`src/rtl/uart_recv.sv`:
```
// 8N1 UART receiver: synchronises the rx line, deframes characters at mid-bit
// and emits one-cycle valid / frame_err pulses alongside the received byte.
module uart_recv #(
    parameter int unsigned BAUD_CNT_MAX = 10416,
    parameter int unsigned SAMPLE_POINT = BAUD_CNT_MAX / 2
) (
    input  logic       clk,
    input  logic       rst,
    input  logic       rx,
    output logic [7:0] data,
    output logic       valid,
    output logic       frame_err,
    output logic       busy
);

    localparam int unsigned CNT_W  = 16;
    localparam int unsigned BIT_W  = 3;
    localparam int unsigned DATA_W = 8;

    typedef enum logic [1:0] {
        IDLE  = 2'd0,
        START = 2'd1,
        DATA  = 2'd2,
        STOP  = 2'd3
    } state_e;

    state_e              state_q;
    logic                rx_s1_q;
    logic                rx_s2_q;
    logic                rx_d_q;
    logic [CNT_W-1:0]    baud_cnt_q;
    logic [BIT_W-1:0]    bit_cnt_q;
    logic [DATA_W-1:0]   shift_q;
    logic [DATA_W-1:0]   data_q;
    logic                valid_q;
    logic                frame_err_q;
    logic                busy_q;

    logic                start_edge;
    logic                at_sample;
    logic                at_max;

    assign start_edge = rx_d_q & ~rx_s2_q;
    assign at_sample  = (baud_cnt_q == CNT_W'(SAMPLE_POINT));
    assign at_max     = (baud_cnt_q == CNT_W'(BAUD_CNT_MAX));

    // Synchroniser, bit timing, deframing and registered pulse outputs.
    always_ff @(posedge clk or negedge rst) begin
        if (!rst) begin
            state_q     <= IDLE;
            rx_s1_q     <= 1'b1;
            rx_s2_q     <= 1'b1;
            rx_d_q      <= 1'b1;
            baud_cnt_q  <= '0;
            bit_cnt_q   <= '0;
            shift_q     <= '0;
            data_q      <= '0;
            valid_q     <= 1'b0;
            frame_err_q <= 1'b0;
            busy_q      <= 1'b0;
        end else begin
            rx_s1_q     <= rx;
            rx_s2_q     <= rx_s1_q;
            rx_d_q      <= rx_s2_q;
            valid_q     <= 1'b0;
            frame_err_q <= 1'b0;

            case (state_q)
                IDLE: begin
                    baud_cnt_q <= '0;
                    if (start_edge) begin
                        state_q <= START;
                        busy_q  <= 1'b1;
                    end
                end
                START: begin
                    if (at_sample && rx_s2_q) begin
                        // Line back high at mid-start: a glitch, not a character.
                        state_q    <= IDLE;
                        busy_q     <= 1'b0;
                        baud_cnt_q <= '0;
                    end else if (at_max) begin
                        state_q    <= DATA;
                        baud_cnt_q <= '0;
                        bit_cnt_q  <= '0;
                    end else begin
                        baud_cnt_q <= baud_cnt_q + CNT_W'(1);
                    end
                end
                DATA: begin
                    if (at_sample) begin
                        shift_q[bit_cnt_q] <= rx_s2_q;
                    end
                    if (at_max) begin
                        baud_cnt_q <= '0;
                        if (bit_cnt_q == BIT_W'(DATA_W - 1)) begin
                            state_q <= STOP;
                        end else begin
                            bit_cnt_q <= bit_cnt_q + BIT_W'(1);
                        end
                    end else begin
                        baud_cnt_q <= baud_cnt_q + CNT_W'(1);
                    end
                end
                STOP: begin
                    // Leave at mid-stop so a following start edge is never missed.
                    if (at_sample) begin
                        state_q    <= IDLE;
                        busy_q     <= 1'b0;
                        baud_cnt_q <= '0;
                        if (rx_s2_q) begin
                            data_q  <= shift_q;
                            valid_q <= 1'b1;
                        end else begin
                            frame_err_q <= 1'b1;
                        end
                    end else begin
                        baud_cnt_q <= baud_cnt_q + CNT_W'(1);
                    end
                end
                default: begin
                    state_q    <= IDLE;
                    busy_q     <= 1'b0;
                    baud_cnt_q <= '0;
                end
            endcase
        end
    end

    assign data      = data_q;
    assign valid     = valid_q;
    assign frame_err = frame_err_q;
    assign busy      = busy_q;

endmodule
```
`config.mk`:
```
export PLATFORM = sky130hd
export DESIGN_NAME = uart_recv
export DESIGN_NICKNAME = d
export VERILOG_FILES = /design/src/rtl/uart_recv.sv
export SDC_FILE = /design/constraint.sdc
export NUM_CORES = 1
export LEC_CHECK = 0
export ABC_CLOCK_PERIOD_IN_PS = 6980
export CORE_AREA = 2 2 62 64
export DETAILED_ROUTE_END_ITERATION = 12
export DIE_AREA = 0 0 64 66
export GPL_TIMING_DRIVEN = 0
export PLACE_DENSITY = 0.88
export SLEW_MARGIN = 20
export SYNTH_ARGS = -nofsm -noshare
export SYNTH_HDL_FRONTEND = slang
export SYNTH_SLANG_ARGS = --single-unit
```
`constraint.sdc`:
```
create_clock -name clk -period 6.98 [get_ports clk]
set_clock_uncertainty 0.05 [all_clocks]
set_input_delay 1.745 -clock clk [delete_from_list [all_inputs] [get_ports clk]]
set_output_delay 1.745 -clock clk [all_outputs]
set_load 0.02 [all_outputs]
```
# Yosys cells after proc, flatten, opt, wreduce, memory -nomap -nowiden
# Cells that the tools add are included.
# totals
reg_bits,43
latch_bits,0
mem_bits_rw,0
mem_bits_ro,0
inputBits,3
output_inout_bits,11
word_cells,71
memories,0
# classes
n_addsub,2
mul,0
n_div,0
magnitude_cmp,2
eq_ne,15
shifts,0
n_mux,29
n_bitwise,2
n_reduce_logical,10
# op_table
operator,count
16-bit one-hot mux with 4 select lines,1
16-bit 2-to-1 mux,3
"16-bit by 1-bit adder with 16-bit output, second input constant",1
"16-bit by 13-bit equality test with 1-bit output, second input constant",1
"16-bit by 14-bit equality test with 1-bit output, second input constant",1
"2-bit != test, second input constant",8
2-bit 2-to-1 mux,6
3-bit 2-to-1 mux,4
1-bit 2-to-1 mux,10
5-bit AND reduction,2
8-bit bitwise mux,1
2-bit one-hot mux with 4 select lines,1
3-bit one-hot mux with 2 select lines,1
"2-bit equality test, second input constant",2
"3-bit by 4-bit < comparator with 1-bit output, second input constant",1
4-bit AND reduction,1
"3-bit by 1-bit adder with 3-bit output, second input constant",1
1-bit demux with 3-bit select,1
"3-bit equality test, second input constant",1
"3-bit by 1-bit greater-or-equal comparator with 1-bit output, second input constant",1
"3-bit != test, second input constant",1
1-bit one-hot mux with 3 select lines,1
3-bit AND reduction,1
3-bit nonzero test,1
other kinds (7),8

# Logic depth before layout (Yosys ltp)
# logic_depth
word_depth,5
depth_mapped,8
mapped_depth_nobuf,7

# Worst setup path before layout
# No wires, ideal clock.
# synth_path
path_type,register to register
from,register baud_cnt_q[9]
to,register baud_cnt_q[11]
setup_ns,0.119
t_arrival_ns,2.132
setup_slack_ns,4.679
stages_incl_launch_ff,7
synth_period_minus_slack_ns,2.301
path_cell_list,dfrtp_1 or4_1 or4_4 o311ai_4 a21o_4 buf_6 nor2_1
# synth_via
elab_chain_len,4
# synth_rtl
element,line,source
"start, declared",31,logic [CNT_W-1:0] baud_cnt_q;
"start signal, assigned",87,baud_cnt_q <= baud_cnt_q + CNT_W'(1);
"start signal, assigned",102,baud_cnt_q <= baud_cnt_q + CNT_W'(1);
"start signal, assigned",118,baud_cnt_q <= baud_cnt_q + CNT_W'(1);
"16-bit by 1-bit adder with 16-bit output, or another cell as far along","87, 102, 118",
16-bit 2-to-1 mux / 1-bit logical AND (equally long branches),"82, 94, 77",
16-bit 2-to-1 mux,77,if (at_sample && rx_s2_q) begin
16-bit one-hot mux with 4 select lines (*),68,case (state_q)
# Every way passes the cells marked *; elsewhere a longest branch is shown, timed or not.
# A chain may end at the register's enable or synchronous reset.

# Worst setup path after layout
# layout_path
from,"register data_q[0], in the netlist data[0]"
to,output port data[0]
# layout_rtl
element,line,source
"start, declared",34,logic [DATA_W-1:0] data_q;
"start signal, assigned",112,data_q <= shift_q;
"end, declared",10,"output logic [7:0] data,"
# No word-level cell between the ends.

==> metrics <==
status complete, no violations; Startpoint Class flop; gp weighted congestion 0.843; dpl hpwl 2.60 mm; hold_buf cts 0; Mapped Cells 183; CTS max path bufs 2; static leakage ~0.0011 uW; RSZ-0062 raised after global routing no; Clock Tree Root clkbuf_4; Post-synth EDFFs 0; CTS tree done; Max transition margin 61.4%; nets@finish around 220; Required @ worst endpoint 5180 ps; Synth cell types 39; initial antenna violation count 0; antenna viol nets, final 0; Mapped Nets 195; main flop type after synthesis dfrtp_1; setup violators final 0; ant diodes 0; Placed Area 2320 um2; ys async rst share 100%; WL final 3.55 mm; Arr. time, crit path 1340 ps; vias in the first global route 1481; worst min path class flop to flop; Remaining Overflow, GRT 0; die height 66 um; worst vdd ir 0.153 mV; Initial Util 59.3%; Post-CTS Setup Inserts 0; Compound-Gate Fraction of Synth Area roughly 8.1%; crit path kind flop to primary output; Fill cells 276; CTS buffer count 5; Crit path largest cell delay approximately 600 ps; vias per inst approximately 5.5; multiplexer share of the synthesized area 8.56%; Buf/Inv on CP 1; port buffer count 13; adder-cell share of the synthesized area 5.35%; Layout area overhead 14.2%; setup tns final 0 ps; final hold vios 0; Avg Cell Area, Syn 11.5 um2; layout cells sized above 1 between 10% and 20%; Yosys warning count 0; global-route wire length before repair roughly 6.5 mm; largest net degree at the start of global routing 25; Sink Count 43; post-synthesis xor/xnor area fraction 5.82%; power density of the placed cells 233 nW/um2; Critical-path top delay cell clkdlybuf4s50_1; H-tree depth 2; CTS clk-pin slew, worst paths ~130 ps; Crit Path Max Fanout 2; Die Wd 64 um; FMAX 319 MHz; DRC 0; Vias 1400; post_cts resized 0; largest family of logic cells by synthesized area simple AND/OR/NAND/NOR gates; cell area after synthesis 2110 um2; full die area 4220 um2; 1st-pass router iterations 4; Clock Latency Late Sink 360 ps; GR Util All Layers 20.2%; 1st-iter DRT viols 56; Max Cap Violations 0; post-synthesis sequential area ratio 51.3%; CP endpoint kind primary output; Synth Area in Simple Gates 18.1%; DR WL/cell 14.0 um; I/O pins 14; post-route cell area 2400 um2; Yosys reg bits 43; std cell rows 22; Max Slew Vio Count 0; CP Cell Sequence clkdlybuf4s50_1; core area approximately 3600 um2; Tcrit/Tclk final between 40% and 50%; delay-heaviest family, CP buffers and inverters; Tightest Pin Transition 574 ps; post-layout min period 3140 ps
## kinds of logic (layout without fill, tap and decap cells)
family          after synthesis  after routing
compound gates               19             19
xor+xnor                     14             14
fa+ha+maj                     9              9
buf+inv                      14             36
flops                        43             43
mux                          16             16
simple gates                 68             68
## where the power goes
part | leakage (uW) | switching (uW) | internal [uW]
clock network | 0.0000482 | 78.8 | 84.7
registers | 0.000584 | 14.3 | 263
logic | 0.000466 | 68.0 | 52.8
total | 0.00110 | 161 | 400
## through the flow
step / setup slack, ps / hold slack [ps] / total power, uW / util [%] / instances
floorplan: 4680 / 295 / 365 / - / 183
global placement: 3090 / 295 / 396 / 64.7 / 244
detailed placement: 4230 / 297 / 404 / 65.3 / 245
CTS: 3810 / 314 / 567 / 67.7 / 253
global route: 3770 / 319 / 593 / 67.7 / 253
finish: 3840 / 316 / 561 / 67.7 / 253
## routing by layer
layer | track usage [%] | wire (um) | vias to the layer above
met1 | 24.9 | 1660 | 673
met5 | 0 | 0 | -
li1 | - | - | 686
met2 | 32.6 | 1670 | 30
met3 | 5.45 | 131 | 11
met4 | 10.3 | 89 | 0
## worst paths after layout
kind,from,to,slack (ps),depth (start not counted)
worst max-delay path,data[0],data[0],3840,1
worst min-delay path,rx_s1_q,rx_s2_q,320,0
worst max register to register,baud_cnt_q[9],shift_q[2],4440,5
worst min register to register,rx_s1_q,rx_s2_q,320,0
max in group asynchronous,rst,rx_s2_q,5030,2
min in group asynchronous,rst,data[5],1280,1
## final cells by class
| cell class | instances | area [um2] | area share [%] |
|---|---|---|---|
| Multi-Input combinational cell | 126 | 966 | 40.2 |
| Sequential cell | 43 | 1080 | 44.9 |
| Clock buffer | 6 | 51.3 | 2.13 |
| Tap cell | 48 | 60.1 | 2.50 |
| Clock inverter | 2 | 35.0 | 1.46 |
| Inverter | 8 | 30.0 | 1.25 |
| Buffer | 6 | 30.0 | 1.25 |
| Timing Repair Buffer | 14 | 153 | 6.35 |
## layout by cell type, fill, tap and decap left out, types with 3 or more instances in the layout
| cell | n |
|---|---|
| a22o_1 | 5 |
| nor2_1 | 20 |
| clkbuf_1 | 5 |
| inv_1 | 8 |
| nand3_1 | 8 |
| dfstp_2 | 3 |
| dfrtp_1 | 40 |
| and4_1 | 3 |
| nand2_1 | 11 |
| clkdlybuf4s50_1 | 12 |
| clkbuf_4 | 5 |
| xnor2_1 | 4 |
| ha_1 | 9 |
| nand3b_1 | 4 |
| and3_1 | 4 |
| mux2_2 | 16 |
| xor2_1 | 10 |
## flip-flops by register name, summed over array words and instances (netlist names), named ones only
| name | cells |
|---|---|
| baud_cnt_q | 16 |
| bit_cnt_q | 3 |
| busy | 1 |
| data | 8 |
| frame_err | 1 |
| rx_d_q | 1 |
| rx_s1_q | 1 |
| rx_s2_q | 1 |
| shift_q | 8 |
| state_q | 1 |
| valid | 1 |
## synthesized netlist by cell type (all sizes together), types with 3 or more instances
cell type  instances  area, um2
a22o               5       43.8
ha                 9        113
nor2              20       75.1
xor2              10       87.6
clkbuf             5       18.8
mux2              16        180
or4                3       26.3
dfrtp             40       1000
nand2             11       41.3
nand3b             4       30.0
dfstp              3       78.8
and4               3       26.3
nand3              8       40.0
and3               4       25.0
xnor2              4       35.0
a21oi              3       18.8
inv                8       30.0
Note: power is estimated with default switching activity, not from simulation.
